==> config.mk <==
export PLATFORM = sky130hd
export DESIGN_NAME = iccm_boot_loader
export DESIGN_NICKNAME = d
export VERILOG_FILES = /design/src/rtl/iccm_boot_pkg.sv /design/src/rtl/uart_rx_core.sv /design/src/rtl/iccm_boot_loader.sv
export SDC_FILE = /design/constraint.sdc
export NUM_CORES = 1
export LEC_CHECK = 0
export CORE_MARGIN = 10
export CORE_UTILIZATION = 40
export DETAILED_ROUTE_END_ITERATION = 6
export SYNTH_ARGS = -nofsm -noshare
export SYNTH_HDL_FRONTEND = slang
export SYNTH_HIERARCHICAL = 1
export SYNTH_SLANG_ARGS = --single-unit
==> constraint.sdc <==
create_clock -name clock -period 4.23 [get_ports clock]
set_clock_uncertainty 0.2 [all_clocks]
set_input_delay 0.846 -clock clock [delete_from_list [all_inputs] [get_ports clock]]
set_output_delay 0.846 -clock clock [all_outputs]
set_load 0.1 [all_outputs]
==> src/rtl/iccm_boot_pkg.sv <==
// Shared types and constants for the ICCM boot loader.
// Holds the word-FSM and UART-receiver state encodings and the minimum legal bit period.
package iccm_boot_pkg;

    typedef enum logic [2:0] {
        IDLE     = 3'd0,
        ASSEMBLE = 3'd1,
        WRITE    = 3'd2,
        CHECK    = 3'd3,
        DONE     = 3'd4,
        OVERFLOW = 3'd5
    } boot_state_e;

    typedef enum logic [1:0] {
        U_IDLE  = 2'd0,
        U_START = 2'd1,
        U_DATA  = 2'd2,
        U_STOP  = 2'd3
    } uart_state_e;

    localparam int unsigned MinClksPerBit = 4;

endpackage

==> src/rtl/uart_rx_core.sv <==
// 8N1 UART receiver, LSB first, idle high.
// Ports:
//   clock, reset     - system clock, asynchronous active-high reset
//   rx_i             - raw serial input (synchronised internally)
//   clks_per_bit_i   - bit period in clocks, captured at each start-bit detection
//   byte_valid_o     - one-cycle pulse, byte_o holds a received byte with a good stop bit
//   byte_o           - received byte
//   frame_err_o      - one-cycle pulse when the stop bit is sampled low (byte dropped)
module uart_rx_core
    import iccm_boot_pkg::*;
#(
    parameter int unsigned SyncStages = 2
) (
    input  logic        clock,
    input  logic        reset,
    input  logic        rx_i,
    input  logic [15:0] clks_per_bit_i,
    output logic        byte_valid_o,
    output logic [7:0]  byte_o,
    output logic        frame_err_o
);

    logic [SyncStages-1:0] sync_q, sync_d;
    logic                  rx_s;
    logic                  rx_prev_q, rx_prev_d;
    uart_state_e           state_q, state_d;
    logic [15:0]           cpb_q, cpb_d;
    logic [15:0]           cnt_q, cnt_d;
    logic [2:0]            bit_q, bit_d;
    logic [7:0]            shift_q, shift_d;
    logic                  valid_q, valid_d;
    logic                  ferr_q, ferr_d;

    assign rx_s         = sync_q[SyncStages-1];
    assign byte_valid_o = valid_q;
    assign byte_o       = shift_q;
    assign frame_err_o  = ferr_q;

    always_comb begin
        sync_d    = {sync_q[SyncStages-2:0], rx_i};
        rx_prev_d = rx_s;
        state_d   = state_q;
        cpb_d     = cpb_q;
        cnt_d     = cnt_q;
        bit_d     = bit_q;
        shift_d   = shift_q;
        valid_d   = 1'b0;
        ferr_d    = 1'b0;
        case (state_q)
            U_IDLE: begin
                if (rx_prev_q && !rx_s) begin
                    state_d = U_START;
                    cnt_d   = '0;
                    // Illegal short periods are clamped so the half-bit count never underflows.
                    cpb_d   = (clks_per_bit_i < 16'(MinClksPerBit)) ? 16'(MinClksPerBit)
                                                                     : clks_per_bit_i;
                end
            end
            U_START: begin
                if (cnt_q == (cpb_q >> 1) - 16'd1) begin
                    cnt_d   = '0;
                    bit_d   = '0;
                    // Line back high at mid start bit: treat as a glitch.
                    state_d = rx_s ? U_IDLE : U_DATA;
                end else begin
                    cnt_d = cnt_q + 16'd1;
                end
            end
            U_DATA: begin
                if (cnt_q == cpb_q - 16'd1) begin
                    cnt_d   = '0;
                    shift_d = {rx_s, shift_q[7:1]};
                    if (bit_q == 3'd7) begin
                        state_d = U_STOP;
                    end else begin
                        bit_d = bit_q + 3'd1;
                    end
                end else begin
                    cnt_d = cnt_q + 16'd1;
                end
            end
            U_STOP: begin
                if (cnt_q == cpb_q - 16'd1) begin
                    cnt_d   = '0;
                    state_d = U_IDLE;
                    if (rx_s) begin
                        valid_d = 1'b1;
                    end else begin
                        ferr_d = 1'b1;
                    end
                end else begin
                    cnt_d = cnt_q + 16'd1;
                end
            end
            default: state_d = U_IDLE;
        endcase
    end

    always_ff @(posedge clock or posedge reset) begin
        if (reset) begin
            sync_q    <= '1;
            rx_prev_q <= 1'b1;
            state_q   <= U_IDLE;
            cpb_q     <= 16'(MinClksPerBit);
            cnt_q     <= '0;
            bit_q     <= '0;
            shift_q   <= '0;
            valid_q   <= 1'b0;
            ferr_q    <= 1'b0;
        end else begin
            sync_q    <= sync_d;
            rx_prev_q <= rx_prev_d;
            state_q   <= state_d;
            cpb_q     <= cpb_d;
            cnt_q     <= cnt_d;
            bit_q     <= bit_d;
            shift_q   <= shift_d;
            valid_q   <= valid_d;
            ferr_q    <= ferr_d;
        end
    end

endmodule

==> src/rtl/iccm_boot_loader.sv <==
// UART-to-ICCM boot loader: packs received bytes little-endian into DataWidth words and writes
// them to consecutive ICCM word addresses, releasing the core once the terminating word arrives.
// Optional build macro ICCM_BOOT_CHECKSUM_EN: after the terminating word one more word is taken
// as the XOR of all written words; a mismatch leaves the core in reset and flags err_o.
// Ports:
//   clock, reset     - system clock, asynchronous active-high reset
//   rx_i             - UART serial input
//   clks_per_bit_i   - UART bit period in clocks
//   we_o/addr_o/wdata_o - ICCM write port (we_o is a one-cycle strobe)
//   core_reset_o     - holds the core in reset until a clean finish
//   done_o, err_o    - sticky status
module iccm_boot_loader
    import iccm_boot_pkg::*;
#(
    parameter int unsigned DataWidth  = 32,
    parameter int unsigned AddrWidth  = 12,
    parameter logic [63:0] EndWord    = 64'h0000_0000_0000_0FFF,
    parameter int unsigned SyncStages = 2
) (
    input  logic                 clock,
    input  logic                 reset,
    input  logic                 rx_i,
    input  logic [15:0]          clks_per_bit_i,
    output logic                 we_o,
    output logic [AddrWidth-1:0] addr_o,
    output logic [DataWidth-1:0] wdata_o,
    output logic                 core_reset_o,
    output logic                 done_o,
    output logic                 err_o
);

    localparam int unsigned BytesPerWord = DataWidth / 8;
    localparam int unsigned IdxWidth     = (BytesPerWord > 1) ? $clog2(BytesPerWord) : 1;
    localparam logic [IdxWidth-1:0]  LastIdx  = IdxWidth'(BytesPerWord - 1);
    localparam logic [DataWidth-1:0] EndWordW = EndWord[DataWidth-1:0];
    localparam logic [AddrWidth-1:0] LastAddr = {AddrWidth{1'b1}};

    logic       rx_valid;
    logic [7:0] rx_byte;
    logic       rx_ferr;

    uart_rx_core #(
        .SyncStages(SyncStages)
    ) u_uart_rx_core (
        .clock         (clock),
        .reset         (reset),
        .rx_i          (rx_i),
        .clks_per_bit_i(clks_per_bit_i),
        .byte_valid_o  (rx_valid),
        .byte_o        (rx_byte),
        .frame_err_o   (rx_ferr)
    );

    boot_state_e          state_q, state_d;
    logic [IdxWidth-1:0]  idx_q, idx_d;
    logic [DataWidth-1:0] word_q, word_d, word_next;
    logic [DataWidth-1:0] wdata_q, wdata_d;
    // addr_q is the next address to write; addr_out_q holds the last written one for addr_o.
    logic [AddrWidth-1:0] addr_q, addr_d;
    logic [AddrWidth-1:0] addr_out_q, addr_out_d;
    logic                 full_q, full_d;
    logic                 core_rst_q, core_rst_d;
    logic                 done_q, done_d;
    logic                 err_q, err_d;
`ifdef ICCM_BOOT_CHECKSUM_EN
    logic [DataWidth-1:0] xor_q, xor_d;
`endif

    assign we_o         = (state_q == WRITE);
    assign addr_o       = addr_out_q;
    assign wdata_o      = wdata_q;
    assign core_reset_o = core_rst_q;
    assign done_o       = done_q;
    assign err_o        = err_q;

    always_comb begin
        word_next = word_q;
        word_next[{idx_q, 3'b000} +: 8] = rx_byte;
    end

    always_comb begin
        state_d    = state_q;
        idx_d      = idx_q;
        word_d     = word_q;
        wdata_d    = wdata_q;
        addr_d     = addr_q;
        addr_out_d = addr_out_q;
        full_d     = full_q;
        core_rst_d = core_rst_q;
        done_d     = done_q;
        err_d      = err_q;
`ifdef ICCM_BOOT_CHECKSUM_EN
        xor_d      = xor_q;
`endif
        case (state_q)
            IDLE, ASSEMBLE: begin
                if (rx_valid) begin
                    word_d  = word_next;
                    state_d = ASSEMBLE;
                    if (idx_q == LastIdx) begin
                        idx_d = '0;
                        if (word_next == EndWordW) begin
`ifdef ICCM_BOOT_CHECKSUM_EN
                            state_d = CHECK;
`else
                            state_d    = DONE;
                            done_d     = 1'b1;
                            core_rst_d = 1'b0;
`endif
                        end else if (full_q) begin
                            state_d = OVERFLOW;
                            err_d   = 1'b1;
                        end else begin
                            state_d    = WRITE;
                            wdata_d    = word_next;
                            addr_out_d = addr_q;
                        end
                    end else begin
                        idx_d = idx_q + IdxWidth'(1);
                    end
                end
            end
            WRITE: begin
                state_d = ASSEMBLE;
                // The top address is written once; afterwards only EndWord is accepted.
                if (addr_q == LastAddr) begin
                    full_d = 1'b1;
                end else begin
                    addr_d = addr_q + AddrWidth'(1);
                end
`ifdef ICCM_BOOT_CHECKSUM_EN
                xor_d = xor_q ^ wdata_q;
`endif
            end
`ifdef ICCM_BOOT_CHECKSUM_EN
            CHECK: begin
                if (rx_valid) begin
                    word_d = word_next;
                    if (idx_q == LastIdx) begin
                        idx_d   = '0;
                        state_d = DONE;
                        done_d  = 1'b1;
                        if (word_next == xor_q) begin
                            core_rst_d = 1'b0;
                        end else begin
                            err_d = 1'b1;
                        end
                    end else begin
                        idx_d = idx_q + IdxWidth'(1);
                    end
                end
            end
`endif
            DONE, OVERFLOW: ;
            default: state_d = IDLE;
        endcase
        if (rx_ferr) begin
            err_d = 1'b1;
        end
    end

    always_ff @(posedge clock or posedge reset) begin
        if (reset) begin
            state_q    <= IDLE;
            idx_q      <= '0;
            word_q     <= '0;
            wdata_q    <= '0;
            addr_q     <= '0;
            addr_out_q <= '0;
            full_q     <= 1'b0;
            core_rst_q <= 1'b1;
            done_q     <= 1'b0;
            err_q      <= 1'b0;
`ifdef ICCM_BOOT_CHECKSUM_EN
            xor_q      <= '0;
`endif
        end else begin
            state_q    <= state_d;
            idx_q      <= idx_d;
            word_q     <= word_d;
            wdata_q    <= wdata_d;
            addr_q     <= addr_d;
            addr_out_q <= addr_out_d;
            full_q     <= full_d;
            core_rst_q <= core_rst_d;
            done_q     <= done_d;
            err_q      <= err_d;
`ifdef ICCM_BOOT_CHECKSUM_EN
            xor_q      <= xor_d;
`endif
        end
    end

endmodule

==> flow_metrics.env <==
export IMPL_required_ps=4340
export IMPL_worstMarginPinSlew_ps=1090
export IMPL_synth_warnings=6
export IMPL_grt_ovfl_total=0
export IMPL_ys_types=84
export IMPL_synth_async_reset_ratio_pct=100
export IMPL_path_max_fanout=10
export IMPL_drt_total_wl_mm=19.9
export IMPL_synth_mux_area_share_pct=7.09
export IMPL_yosys_top_cells_area="dfrtp_1 (45%), xnor2_1 (3.7%), mux2_2 (3.7%), mux2_4 (2.6%), a22o_1 (2.5%)"
export IMPL_fill_cells=1801
export IMPL_cts_max_level=4
export IMPL_finalHoldViolations=0
export IMPL_grt_setup_unrepaired="false"
export IMPL_yosys_area_top_type_share_pct=44.7
export IMPL_crit_family="simple AND/OR/NAND/NOR gates"
export IMPL_synth_xor_area_share_pct=5.18
export IMPL_drive_gt1_share_pct=14.0
export IMPL_first_pass_iters=5
export IMPL_start_util_pct=40.7
export IMPL_synth_edf_count=0
export IMPL_die_w_um=161
export IMPL_synth_nets=788
export IMPL_critPathKind="flip-flop to flip-flop"
export IMPL_seq_area_frac_synth_pct=46.4
export IMPL_max_freq_mhz=254
export IMPL_drcViolationCount=0
export IMPL_fin_ws_ps=294
export IMPL_synthFlopType="dfrtp_1"
export IMPL_dieArea_mm2=0.0259
export IMPL_cts_buffers=17
export IMPL_port_buffers=66
export IMPL_final_area_mm2=0.00937
export IMPL_io_pins=67
export IMPL_grt_pass1_wl_mm=33.2
export IMPL_power_internal_mw=2.54
export IMPL_cp_start_kind="flip-flop"
export IMPL_place_area_mm2=0.00878
export IMPL_worst_path_largest_cell_delay_ps=700
export IMPL_cts_buffer_depth=2
export IMPL_antenna_cells=0
export IMPL_slowest_stage="or4b_1"
export IMPL_synth_top_cell_by_area="dfrtp_1"
export IMPL_num_vias=6079
export IMPL_worstSkewPairLatency_ps=430
export IMPL_p_sw_share_pct=29.5
export IMPL_syn_to_final_growth_pct=17.9
export IMPL_pwr_share_comb_pct=13.6
export IMPL_min_period_ps=3940
export IMPL_place_detailed_hpwl_mm=14.1
export IMPL_p_seq_share_pct=45.7
export IMPL_cts_hold_buf=0
export IMPL_antenna_found_initial=0
export IMPL_synth_area_mm2=0.00794
export IMPL_finalSetupViolations=0
export IMPL_status="finished, final reports clean"
export IMPL_crit_chain="inv_1, ha_2, or3b_1, o41ai_1, o32a_1, mux2i_1, or4b_1, or3_4, mux2_4, a32o_1"
export IMPL_min_period_over_period_pct=93.1
export IMPL_yosysMostFrequentCell="dfrtp_1"
export IMPL_avgRoutedWirePerCell_um=18.5
export IMPL_die_h_um=161
export IMPL_detail_route_vias_per_cell=5.65
export IMPL_syn_avg_cell_area_um2=10.5
export IMPL_grt_busiest_layer="met2"
export IMPL_ant_nets=0
export IMPL_cp_data_arrival_time_ps=4040
export IMPL_maxSlewViolCount=0
export IMPL_synth_compound_area_share_pct=18.1
export IMPL_final_cells=1075
export IMPL_synthAdderAreaFrac_pct=1.89
export IMPL_p_per_area_mw_per_mm2=385
export IMPL_grt_use_total_pct=15.5
export IMPL_synth_cells=757
export IMPL_use_met3_pct=3.53
export IMPL_place_congestion=0.908
export IMPL_p_switching_mw=1.06
export IMPL_place_inst=1043
export IMPL_synth_simple_area_share_pct=17.0
export IMPL_dp_slack_ps=238
export IMPL_floorplan_rows=51
export IMPL_core_mm2=0.0195
export IMPL_leakage_nw=4.00
export IMPL_tns_ps=0
export IMPL_synth_top_family_by_area="compound AO/OA/AOI/OAI gates"
export IMPL_ys_top_cells_by_count="dfrtp_1 (142), nand2_1 (52), nor2_1 (42)"
export IMPL_cp_num_buf_inv=1
export IMPL_use_met2_pct=26.7
export IMPL_drt_initial_drc_count=403
export IMPL_cts_root_buf="clkbuf_16"
export IMPL_grt_max_degree=60
export IMPL_cts_clk_slew_worst_paths_ps=60
export IMPL_relSlewSlack_pct=27.2
export IMPL_min_path_type="flip-flop to flip-flop"
export IMPL_end_kind="flip-flop"
export IMPL_vdd_drop_max_v=0.000278
export IMPL_fin_nets=828
export IMPL_cts_sinks=147
export IMPL_met1_usage_pct=18.3
export IMPL_first_global_vias=6358
export IMPL_max_cap_violations=0
export IMPL_synth_seq_cells=147
export IMPL_cts_tree="done"
export IMPL_p_clk_share_pct=40.7
[flip-flops by register name, indices dropped and copies added (netlist names), 2 cells and up, named ones only]
signal,flops
wdata_o,32
word_q,32
u_uart_rx_core/cnt_q,16
u_uart_rx_core/cpb_q,16
addr_o,12
addr_q,12
u_uart_rx_core/byte_o,8
state_q,3
u_uart_rx_core/bit_q,3
idx_q,2
u_uart_rx_core/sync_q,2
[what timing repair did]
item	4_1_cts	5_1_grt
gates resized for setup	0	4
endpoints found under the setup margin	0	14
buffers inserted	0	0
[power by group through the flow]
| stage | logic [mW] | clock network, mW | registers, mW |
|---|---|---|---|
| global route | 0.556 | 1.58 | 1.66 |
| finish | 0.492 | 1.47 | 1.65 |
| CTS | 0.491 | 1.51 | 1.64 |
| detailed placement | 0.487 | 0 | 1.67 |
| global placement | 0.475 | 0 | 1.66 |
| floorplan | 0.479 | 0 | 1.54 |
[cells in the final DEF, fill, tap and decap left out, types with 17 or more instances in the layout]
cell type / instances
nand3_1: 17
nor3_1: 19
a21oi_1: 25
clkdlybuf4s50_1: 65
xnor2_1: 34
o21ai_0: 28
clkbuf_16: 17
nand2_1: 52
nor2b_1: 17
a22o_1: 23
inv_1: 20
nor2_1: 42
o22a_1: 21
mux2_2: 26
dfrtp_1: 142
[per-stage QoR]
stage / hold slack (ps) / util [%] / power [mW]
6_report: 156 / 48.0 / 3.60
5_1_grt: 163 / 48.0 / 3.79
4_1_cts: 159 / 47.9 / 3.64
3_5_place_dp: 149 / 45.0 / 2.15
3_3_place_gp: 151 / 45.0 / 2.14
2_1_floorplan: 145 / - / 2.02
[kinds of logic after synthesis]
kind of cell	count (synthesis)
buffers and inverters	78
DFF	147
and+or+nand+nor	238
xor gates and xnor gates	47
AOI/OAI and AO/OA	189
muxes	46
adders and majority gates	12
[worst paths after layout]
| check | start | end | slack, ps | depth (start not counted) |
|---|---|---|---|---|
| hold / removal | u_uart_rx_core/sync_q[0] | u_uart_rx_core/sync_q[1] | 160 | 0 |
| max in group asynchronous | reset | u_uart_rx_core/byte_o[1] | 2250 | 2 |
| hold reg to reg | u_uart_rx_core/sync_q[0] | u_uart_rx_core/sync_q[1] | 160 | 0 |
| min in group asynchronous | reset | addr_o[3] | 650 | 2 |
| setup reg to reg | u_uart_rx_core/cpb_q[1] | u_uart_rx_core/bit_q[1] | 290 | 10 |
| setup / recovery | u_uart_rx_core/cpb_q[1] | u_uart_rx_core/bit_q[1] | 290 | 10 |
[area by class of cell]
type / count / area [um2] / share of cell area, %
multi-input combinational: 532 / 3930 / 42.0
sequential: 147 / 3680 / 39.3
timing repair buffer: 75 / 751 / 8.02
clock buffer: 17 / 425 / 4.54
tap: 265 / 332 / 3.54
clock inverter: 15 / 146 / 1.56
inverter: 24 / 92.6 / 0.989
[worst reg2reg max path: stages (launching register included)]
cell	delay (ps)
dfrtp_1	450
inv_1	150
ha_2	300
or3b_1	440
o41ai_1	370
o32a_1	190
mux2i_1	90
or4b_1	700
or3_4	420
mux2_4	300
a32o_1	220
[routing by layer]
layer | up-vias | share of wire [%]
met5 | - | 0
met4 | 0 | 1.9
met3 | 24 | 4.5
met2 | 139 | 51
met1 | 3044 | 43
li1 | 2872 | -
Power figures use the tool's default switching activity.
